--- src/rtl/rv32i_load_store_unit_if.sv ---
// Core-request, response and data-RAM signal bundle for the RV32I load/store unit.
// slave = LSU side, master = core + RAM side.
interface rv32i_load_store_unit_if;
  logic        req_valid;
  logic        req_ready;
  logic        req_write;
  logic [2:0]  req_funct3;
  logic [31:0] req_addr;
  logic [31:0] req_wdata;
  logic        resp_valid;
  logic [31:0] resp_rdata;
  logic        resp_err;
  logic [31:0] mem_addr;
  logic [31:0] mem_wr_data;
  logic        mem_wr_ena;
  logic [31:0] mem_rd_data;

  modport slave (
    input  req_valid, req_write, req_funct3, req_addr, req_wdata, mem_rd_data,
    output req_ready, resp_valid, resp_rdata, resp_err, mem_addr, mem_wr_data, mem_wr_ena
  );

  modport master (
    output req_valid, req_write, req_funct3, req_addr, req_wdata, mem_rd_data,
    input  req_ready, resp_valid, resp_rdata, resp_err, mem_addr, mem_wr_data, mem_wr_ena
  );
endinterface

--- src/rtl/rv32i_load_store_unit.sv ---
// RV32I load/store unit for a word-wide synchronous RAM without byte enables; sub-word stores are RMW.
// Optional macro LSU_MISALIGN_TRAP_EN: trap misaligned H/W accesses instead of forcing alignment.
module rv32i_load_store_unit #(
  parameter logic [31:0] MEM_BASE = 32'h0000_0000,
  parameter logic [31:0] MEM_SIZE = 32'h0000_1000
) (
  input  logic                    clk,
  input  logic                    rst,
  rv32i_load_store_unit_if.slave  bus
);

  localparam logic [2:0] F3_B  = 3'b000;
  localparam logic [2:0] F3_H  = 3'b001;
  localparam logic [2:0] F3_W  = 3'b010;
  localparam logic [2:0] F3_BU = 3'b100;
  localparam logic [2:0] F3_HU = 3'b101;

  typedef enum logic [2:0] {IDLE, READ, CAPTURE, WRITE, RESP} state_t;

  state_t      state, state_nxt;
  logic        op_write;
  logic [2:0]  op_funct3;
  logic [31:0] op_addr;
  logic [15:0] op_wdata;
  logic [31:0] wbuf;
  logic [31:0] rdata;
  logic        err;
  logic        accept, req_err, req_is_sw;
  logic [31:0] req_addr_eff;
  logic        ready, resp_valid, wr_ena;
  logic [31:0] mem_addr;

  function automatic logic funct3_bad(input logic wr, input logic [2:0] f3);
    case (f3)
      F3_B, F3_H, F3_W: return 1'b0;
      F3_BU, F3_HU:     return wr;
      default:          return 1'b1;
    endcase
  endfunction

  // Offset compare handles addresses below MEM_BASE through unsigned wrap.
  function automatic logic in_range(input logic [31:0] a);
    logic [31:0] off;
    off = a - MEM_BASE;
    return off < MEM_SIZE;
  endfunction

`ifdef LSU_MISALIGN_TRAP_EN
  function automatic logic misaligned(input logic [2:0] f3, input logic [1:0] lane);
    return (f3[1:0] == 2'b01 && lane[0]) || (f3[1:0] == 2'b10 && lane != 2'b00);
  endfunction
`else
  function automatic logic [31:0] align(input logic [2:0] f3, input logic [31:0] a);
    case (f3[1:0])
      2'b01:   return {a[31:1], 1'b0};
      2'b10:   return {a[31:2], 2'b00};
      default: return a;
    endcase
  endfunction
`endif

  function automatic logic [31:0] load_extract(input logic [2:0] f3, input logic [1:0] lane,
                                               input logic [31:0] word);
    logic signed [7:0]  b;
    logic signed [15:0] h;
    logic signed [31:0] bs, hs;
    b  = word[{lane, 3'b000} +: 8];
    h  = lane[1] ? word[31:16] : word[15:0];
    bs = b;
    hs = h;
    case (f3)
      F3_B:    return bs;
      F3_H:    return hs;
      F3_BU:   return {24'h0, b};
      F3_HU:   return {16'h0, h};
      default: return word;
    endcase
  endfunction

  function automatic logic [31:0] store_merge(input logic [2:0] f3, input logic [1:0] lane,
                                              input logic [31:0] word, input logic [15:0] data);
    logic [31:0] r;
    r = word;
    if (f3 == F3_B) r[{lane, 3'b000} +: 8] = data[7:0];
    else            r[{lane[1], 4'b0000} +: 16] = data;
    return r;
  endfunction

  always_comb begin
`ifdef LSU_MISALIGN_TRAP_EN
    req_err      = funct3_bad(bus.req_write, bus.req_funct3) || !in_range(bus.req_addr) ||
                   misaligned(bus.req_funct3, bus.req_addr[1:0]);
    req_addr_eff = bus.req_addr;
`else
    req_err      = funct3_bad(bus.req_write, bus.req_funct3) || !in_range(bus.req_addr);
    req_addr_eff = align(bus.req_funct3, bus.req_addr);
`endif
    req_is_sw    = bus.req_write && (bus.req_funct3 == F3_W);
  end

  always_ff @(posedge clk) begin
    if (rst) state <= IDLE;
    else     state <= state_nxt;
  end

  always_comb begin
    state_nxt  = state;
    ready      = 1'b0;
    resp_valid = 1'b0;
    wr_ena     = 1'b0;
    mem_addr   = 32'h0;
    case (state)
      IDLE: begin
        ready = 1'b1;
        if (bus.req_valid) begin
          if (req_err)        state_nxt = RESP;
          else if (req_is_sw) state_nxt = WRITE;
          else                state_nxt = READ;
        end
      end
      READ: begin
        mem_addr  = {op_addr[31:2], 2'b00};
        state_nxt = CAPTURE;
      end
      CAPTURE: begin
        mem_addr  = {op_addr[31:2], 2'b00};
        state_nxt = op_write ? WRITE : RESP;
      end
      WRITE: begin
        mem_addr  = {op_addr[31:2], 2'b00};
        wr_ena    = 1'b1;
        state_nxt = RESP;
      end
      RESP: begin
        resp_valid = 1'b1;
        state_nxt  = IDLE;
      end
      default: state_nxt = IDLE;
    endcase
    // Reset gates the bus immediately so an in-flight RMW write is never issued.
    if (rst) begin
      ready      = 1'b0;
      resp_valid = 1'b0;
      wr_ena     = 1'b0;
      mem_addr   = 32'h0;
    end
  end

  assign accept = bus.req_valid && ready;

  // Request latch: operands held for the whole access.
  always_ff @(posedge clk) begin
    if (accept) begin
      op_write  <= bus.req_write;
      op_funct3 <= bus.req_funct3;
      op_addr   <= req_addr_eff;
      op_wdata  <= bus.req_wdata[15:0];
    end
  end

  // Response and write-buffer registers update only on the edge entering RESP or WRITE.
  always_ff @(posedge clk) begin
    if (rst) begin
      wbuf  <= 32'h0;
      rdata <= 32'h0;
      err   <= 1'b0;
    end else begin
      case (state)
        IDLE: begin
          if (accept) begin
            if (req_err) begin
              rdata <= 32'h0;
              err   <= 1'b1;
            end else if (req_is_sw) begin
              wbuf <= bus.req_wdata;
            end
          end
        end
        CAPTURE: begin
          if (op_write) begin
            wbuf <= store_merge(op_funct3, op_addr[1:0], bus.mem_rd_data, op_wdata);
          end else begin
            rdata <= load_extract(op_funct3, op_addr[1:0], bus.mem_rd_data);
            err   <= 1'b0;
          end
        end
        WRITE: begin
          rdata <= 32'h0;
          err   <= 1'b0;
        end
        default: ;
      endcase
    end
  end

  assign bus.req_ready   = ready;
  assign bus.resp_valid  = resp_valid;
  assign bus.resp_rdata  = rdata;
  assign bus.resp_err    = err;
  assign bus.mem_addr    = mem_addr;
  assign bus.mem_wr_data = wbuf;
  assign bus.mem_wr_ena  = wr_ena;

endmodule
--- src/flat_wrapper.sv ---
// flat-port wrapper written by rule: the top's interface ports become plain ports
module rv32i_load_store_unit_flat 
#(
  parameter logic [31:0] MEM_BASE = 32'h0000_0000,
  parameter logic [31:0] MEM_SIZE = 32'h0000_1000
)
  (clk, rst, bus_req_valid, bus_req_write, bus_req_funct3, bus_req_addr, bus_req_wdata, bus_mem_rd_data, bus_req_ready, bus_resp_valid, bus_resp_rdata, bus_resp_err, bus_mem_addr, bus_mem_wr_data, bus_mem_wr_ena);
  rv32i_load_store_unit_if bus_i ();
  input  logic clk;
  input  logic rst;
  input wire logic [$bits(bus_i.req_valid)-1:0] bus_req_valid;
  input wire logic [$bits(bus_i.req_write)-1:0] bus_req_write;
  input wire logic [$bits(bus_i.req_funct3)-1:0] bus_req_funct3;
  input wire logic [$bits(bus_i.req_addr)-1:0] bus_req_addr;
  input wire logic [$bits(bus_i.req_wdata)-1:0] bus_req_wdata;
  input wire logic [$bits(bus_i.mem_rd_data)-1:0] bus_mem_rd_data;
  output wire logic [$bits(bus_i.req_ready)-1:0] bus_req_ready;
  output wire logic [$bits(bus_i.resp_valid)-1:0] bus_resp_valid;
  output wire logic [$bits(bus_i.resp_rdata)-1:0] bus_resp_rdata;
  output wire logic [$bits(bus_i.resp_err)-1:0] bus_resp_err;
  output wire logic [$bits(bus_i.mem_addr)-1:0] bus_mem_addr;
  output wire logic [$bits(bus_i.mem_wr_data)-1:0] bus_mem_wr_data;
  output wire logic [$bits(bus_i.mem_wr_ena)-1:0] bus_mem_wr_ena;
  assign bus_i.req_valid = bus_req_valid;
  assign bus_i.req_write = bus_req_write;
  assign bus_i.req_funct3 = bus_req_funct3;
  assign bus_i.req_addr = bus_req_addr;
  assign bus_i.req_wdata = bus_req_wdata;
  assign bus_i.mem_rd_data = bus_mem_rd_data;
  assign bus_req_ready = bus_i.req_ready;
  assign bus_resp_valid = bus_i.resp_valid;
  assign bus_resp_rdata = bus_i.resp_rdata;
  assign bus_resp_err = bus_i.resp_err;
  assign bus_mem_addr = bus_i.mem_addr;
  assign bus_mem_wr_data = bus_i.mem_wr_data;
  assign bus_mem_wr_ena = bus_i.mem_wr_ena;
  rv32i_load_store_unit #(.MEM_BASE(MEM_BASE), .MEM_SIZE(MEM_SIZE)) u_core (.clk(clk), .rst(rst), .bus(bus_i));
endmodule
--- config.mk ---
export PLATFORM = sky130hd
export DESIGN_NAME = rv32i_load_store_unit_flat
export DESIGN_NICKNAME = d
export VERILOG_FILES = /design/src/rtl/rv32i_load_store_unit_if.sv /design/src/rtl/rv32i_load_store_unit.sv /design/src/flat_wrapper.sv
export SDC_FILE = /design/constraint.sdc
export NUM_CORES = 1
export LEC_CHECK = 0
export BUFFER_PORTS_ARGS = -buffer_cell sky130_fd_sc_hd__buf_2
export CAP_MARGIN = 0
export CORE_ASPECT_RATIO = 0.7
export CORE_MARGIN = 1.5
export CORE_UTILIZATION = 55
export DETAILED_ROUTE_END_ITERATION = 10
export PLACE_DENSITY = 0.85
export SYNTH_ARGS = -nofsm -noshare
export SYNTH_HDL_FRONTEND = slang
export SYNTH_SLANG_ARGS = --single-unit
--- constraint.sdc ---
create_clock -name clk -period 4.81 [get_ports clk]
set_input_delay 0.962 -clock clk [delete_from_list [all_inputs] [get_ports clk]]
set_output_delay 0.962 -clock clk [all_outputs]
set_load 0.005 [all_outputs]
Word-level counts from Yosys, hierarchy flattened
Cells that the tools add are included.
{ "word_totals": {"register_bits": 120, "latchBits": 0, "ramBits": 0, "mem_bits_ro": 0, "inputBits": 103, "output_inout_bits": 100, "elab_cells": 83, "mem_count": 0} }
{ "classes": {"addsub": 2, "multipliers": 0, "div_mod_pow": 0, "n_lt_le_gt_ge": 1, "n_eq_ne": 20, "shift": 5, "n_mux": 33, "bitwise_logic": 0, "reduce_logical": 14} }
{ "ops": {"columns": ["operator", "n"], "rows": [
  ["two-way mux 32 bit", 10],
  ["one-hot mux 32 bit (4 select lines)", 1],
  ["one-hot mux 32 bit (3 select lines)", 1],
  ["bitwise mux 32 bit", 2],
  ["one-hot mux 32 bit (2 select lines)", 1],
  ["less-than comparator 32 x 13 -> 1 bit, second input constant", 1],
  ["variable shift 16 x 7 -> 32 bit, first input constant", 1],
  ["variable shift 8 x 7 -> 32 bit, first input constant", 1],
  ["indexed part select 16 x 7 -> 32 bit", 1],
  ["indexed part select 32 x 6 -> 8 bit", 1],
  ["indexed part select 8 x 7 -> 32 bit", 1],
  ["two-way mux 16 bit", 1],
  ["equality test 3 bit, second input constant", 5],
  ["negation 5 -> 7 bit", 2],
  ["one-hot mux 3 bit (4 select lines)", 1],
  ["equality test 3 x 1 -> 1 bit, second input constant", 3],
  ["equality test 3 x 2 -> 1 bit, second input constant", 3],
  ["zero test 3 bit", 3],
  ["two-way mux 1 bit", 9],
  ["two-way mux 3 bit", 3],
  ["!= test 2 x 1 -> 1 bit, second input constant", 4],
  ["!= test 2 bit, second input constant", 3],
  ["OR reduction 3 bit", 2],
  ["AND reduction 5 bit", 1],
  ["other kinds (13)", 14]
]} }

Logic depth before layout (Yosys ltp)
{ "depth": {"ltp_word": 7, "depth_mapped": 9, "ltp_nobuf": 7} }

Worst setup path after synthesis
Ideal clock, no wire load.
{ "synth_path": {"path_type": "in2reg", "from": "in rst", "to": "reg u_core.wbuf[13] (netlist: u_core.bus.mem_wr_data[13])", "setup_ns": 0.134, "t_arrival_ns": 3.111, "t_required_ns": 4.676, "setup_slack_ns": 1.565, "path_stages": 8, "path_buffers": 3, "cell_sequence": "clkbuf_1 -> nor4_1 -> and2_0 -> buf_2 -> a22oi_1 -> nor2_2 -> buf_4 -> a211oi_1"} }
{ "synth_between": {"elab_chain_len": 4} }
{ "synth_lines": {"columns": ["element", "line", "source"], "rows": [
  ["from (decl)", "flat_wrapper.sv:10", "input logic rst;"],
  ["two-way mux 1 bit", "rv32i_load_store_unit.sv:141", "if (rst) begin"],
  ["via bus_req_ready", "flat_wrapper.sv:17", "output wire logic [$bits(bus_i.req_ready)-1:0] bus_req_ready;"],
  ["logical AND 1 bit", "rv32i_load_store_unit.sv:149", "assign accept = bus.req_valid && ready;"],
  ["via u_core.accept", "rv32i_load_store_unit.sv:28", "logic accept, req_err, req_is_sw;"],
  ["!= test 2 x 1 -> 1 bit (no source line)", null, null],
  ["AND reduction 5 bit (no source line)", null, null],
  ["to (signal assigned)", "rv32i_load_store_unit.sv:175", "wbuf <= bus.req_wdata;"],
  ["to (signal assigned)", "rv32i_load_store_unit.sv:181", "wbuf <= store_merge(op_funct3, op_addr[1:0], bus.mem_rd_data, op_wdata);"],
  ["to (decl)", "rv32i_load_store_unit.sv:25", "logic [31:0] wbuf;"]
]} }
The timed path passes the listed nets, and every way through them passes these cells.
A chain may end at the register's enable or synchronous reset.

Final worst setup path
{ "layout_path": {"from": "in rst", "to": "reg u_core.wbuf[21] (netlist: u_core.bus.mem_wr_data[21])"} }
{ "layout_between": {"elab_chain_len": 4} }
{ "layout_lines": {"columns": ["element", "line"], "rows": [
  ["two-way mux 1 bit", "rv32i_load_store_unit.sv:141"],
  ["logical AND 1 bit", "rv32i_load_store_unit.sv:149"],
  ["!= test 2 x 1 -> 1 bit (no source line)", null],
  ["AND reduction 5 bit (no source line)", null]
]} }
Parallel ways exist; a longest one is shown, timed or not.

==> run_results.csv <==
group,metric,value,unit
routing,via_count,5969,
logic_synthesis,yosysUniqueCellTypes,61,
die,die_x,130,microns
clock_tree,clock_latency,0.42,ns
logic_synthesis,ys_ff_latch,120,
pwr,swShare,24.8,%
routing,drtIter0Drc,737,
global_routing,grt_pass1_vias,5294,
timing,min_period,3.20,ns
logic_synthesis,synth_fa_ha_area_share,1.61,%
finish,layout_common_cells,"200 x buf_2, 68 x dfxtp_1, 56 x a21oi_1, 52 x edfxtp_1, 33 x nand2_1",
clock_tree,htreeDepth,4,
finish,fin_util,70.7,%
placement,dp_slack,1.33,ns
setup_path,worstPathCellList,"buf_2 -> nor4_1 -> and2_2 -> a22o_1 -> o2111ai_1 -> a21oi_1",
status,outcome,"completed",
clock_tree,cts.repair.resized,0,
global_routing,grt.overflow.total,0,
timing,tightest_slew,1.14,ns
setup_path,cp.required,5.15,ns
global_routing,globalRouteTotalUtil,31.4,%
logic_synthesis,syn_avg_cell_area,10.3,sq um
finish,fin_nets,889,
logic_synthesis,muxShareOfSynthArea,5.55,%
setup_path,cp_top_family,"compound AO/OA/AOI/OAI gates",
setup_path,critPathLaunchType,"primary input",
logic_synthesis,synth_top_area_share,25.2,%
timing,hold_ws,0.459,ns
pwr,ir_worst_vdd,0.260,mV
pwr,leakage,3.16,nW
global_routing,grt_pass1_wl,28.4,mm
timing,finalCritPeriodShare,66.5,%
die,placementRows,32,
timing,postLayoutSetupSlackWorst,1.61,ns
finish,n_antenna_cell,0,
die,start_util,56.3,%
logic_synthesis,synth_xor_area_share,0,%
global_routing,grt_max_degree,70,
placement,place.gp.congestion,0.910,
logic_synthesis,synth_top_family_by_area,"compound AO/OA/AOI/OAI gates",
clock_tree,clock_sinks,120,
routing,wire_per_inst,20.1,microns
routing,drc_errors,0,
timing,clock_skew,0.0141,ns
setup_path,cp.arrival,3.54,ns
setup_path,endpoint_kind,"flip-flop",
die,die_y,91.8,microns
logic_synthesis,synth_area_leaders,"edfxtp_1 25%, dfxtp_1 22%, mux2i_1 5.0%, a21oi_1 4.5%, a211oi_1 3.9%",
clock_tree,hold_buffers,0,
pwr,p_sw,0.621,mW
logic_synthesis,yosysTopAreaCell,"edfxtp_1",
logic_synthesis,synth_compound_gate_area_share,26.8,%
routing,dr.pass1.iters,6,
placement,hpwl,13.5,mm
run,drv_cap,0,
routing,wirelength,19.0,mm
pwr,comb_power_share,8.7,%
finish,drive_gt1_share,33.2,%
routing,ant_nets,0,
logic_synthesis,mappedNetlistArea,6200,sq um
timing,tns,0,ns
die,io_pins,203,
clock_tree,cts.clk_slew.worst_paths,0.06,ns
logic_synthesis,ys_seq_area_share,47.1,%
timing,rsz0062_at_grt,"false",
finish,area_delta_synth_final,25.5,%
logic_synthesis,synth_ff_type,"dfxtp_1",
clock_tree,cts_tree,"yes",
timing,slew-limit-headroom,23.9,%
logic_synthesis,ys_warn_count,0,
timing,slew_violations,0,
timing,hold_viol,0,
timing,setup_viol,0,
setup_path,cp_max_fo,32,
logic_synthesis,synth_edf_count,52,
clock_tree,cts_buffer_depth,2,
setup_path,worst-path-buf-inv,1,
clock_tree,numCtsBuffers,17,
pwr,power_density,321,nW/um^2
setup_path,slowest_stage,"a22o_1",
finish,fill_cells,839,
timing,clock.fmax,313,MHz
pwr,p_seq_share,44.6,%
logic_synthesis,yosys.area_share.simple,13.5,%
setup_path,crit_type,"in2reg",
die,coreArea,11000,sq um
logic_synthesis,ys_async_sr_fraction,0,%
placement,port_buffers,200,
pwr,internal_power,1.88,mW
global_routing,antenna_found_initial,0,
pwr,pwr-share-clk,46.7,%
min_path,hold_class,"reg2reg",
routing,vias_per_cell,6.32,
logic_synthesis,syn_inst,601,
setup_path,slowest_delay,0.99,ns
die,fp.dieArea,11900,sq um
clock_tree,post_cts_buffers,0,
finish,layout_commonest_cell,"buf_2",
clock_tree,cts_root_buf,"clkbuf_16",
## cell type report
class                   instances  area, sq um  share of cell area, %
well taps                     153          191                   2.46
multi-input cells             404         2950                   38.0
repair buffers                209         1070                   13.7
clock inverters                11         75.1                  0.965
flip-flops and latches        120         2920                   37.6
clock buffers                  21          472                   6.06
inverters                      26         97.6                   1.25
## through the flow
step	total power, mW	std cells	area (sq um)
after floorplan	1.25	602	6200
after global placement	1.33	912	7230
after detailed placement	1.35	912	7230
after CTS	2.50	944	7780
after global routing	2.57	944	7780
final	2.50	944	7780
## flip-flops by register name, indices dropped and copies added, names as in the netlist
| signal | count |
|---|---|
| u_core.bus.resp_err | 1 |
| u_core.op_write | 1 |
| u_core.op_wdata | 16 |
| u_core.bus.mem_wr_data | 32 |
| u_core.state | 3 |
| u_core.bus.resp_rdata | 32 |
| u_core.op_funct3 | 3 |
| u_core.op_addr | 32 |
## final timing paths
path,endpoint,slack [ns],from,depth (start not counted)
max,u_core.bus.mem_wr_data[21]$_SDFFE_PP0P_,1.61,rst,6
min,u_core.bus.resp_rdata[23]$_SDFFE_PP0P_,0.46,u_core.bus.resp_rdata[23]$_SDFFE_PP0P_,2
max reg2reg,u_core.bus.mem_wr_data[21]$_SDFFE_PP0P_,1.72,u_core.state[1]$_SDFFE_PP0P_,5
min reg2reg,u_core.bus.resp_rdata[23]$_SDFFE_PP0P_,0.46,u_core.bus.resp_rdata[23]$_SDFFE_PP0P_,2
## layer usage
layer,track usage (%),vias up,routed length (microns)
met1,46.0,2846,8190
met3,8.58,48,2180
met4,10.8,0,430
met2,44.2,385,8170
met5,0,-,0
li1,-,2690,-
## power by group through the flow
| stage | sequential (mW) | clock [mW] | combinational [mW] |
|---|---|---|---|
| after detailed placement | 1.14 | 0 | 0.211 |
| final | 1.12 | 1.17 | 0.218 |
| after CTS | 1.11 | 1.17 | 0.213 |
| after global routing | 1.12 | 1.22 | 0.233 |
| after global placement | 1.13 | 0 | 0.201 |
| after floorplan | 1.13 | 0 | 0.116 |
## synth_stat cells (6+ instances only)
master,n
dfxtp_1,68
a21oi_1,56
edfxtp_1,52
clkbuf_1,37
nand2_1,33
a211oi_1,32
mux2i_1,31
and2_1,30
o21ai_0,28
inv_1,26
a221oi_1,23
o2111ai_1,17
a221o_1,16
nor2_1,13
a221oi_2,10
nand2b_1,10
nor2b_1,9
ha_1,8
nand3_1,8
o221ai_1,8
buf_2,6
nor3_1,6
o31a_1,6
## worst register-to-register path: stages (launching register included)
cell and delay, ns:
dfxtp_1 0.43, nor4_1 0.45, and2_2 0.65, a22o_1 1.00, o2111ai_1 0.28, a21oi_1 0.20
## cells by family (layout without fill, tap and decap cells)
kind of cell | Yosys count | in the layout
AO/OA/AOI/OAI | 218 | 218
AND/OR/NAND/NOR | 143 | 143
flip-flops | 120 | 120
buffers and inverters | 78 | 267
multiplexers | 33 | 33
adder cells (fa/ha/maj) | 8 | 8
other | 1 | 2
Power figures use the tool's default switching activity.
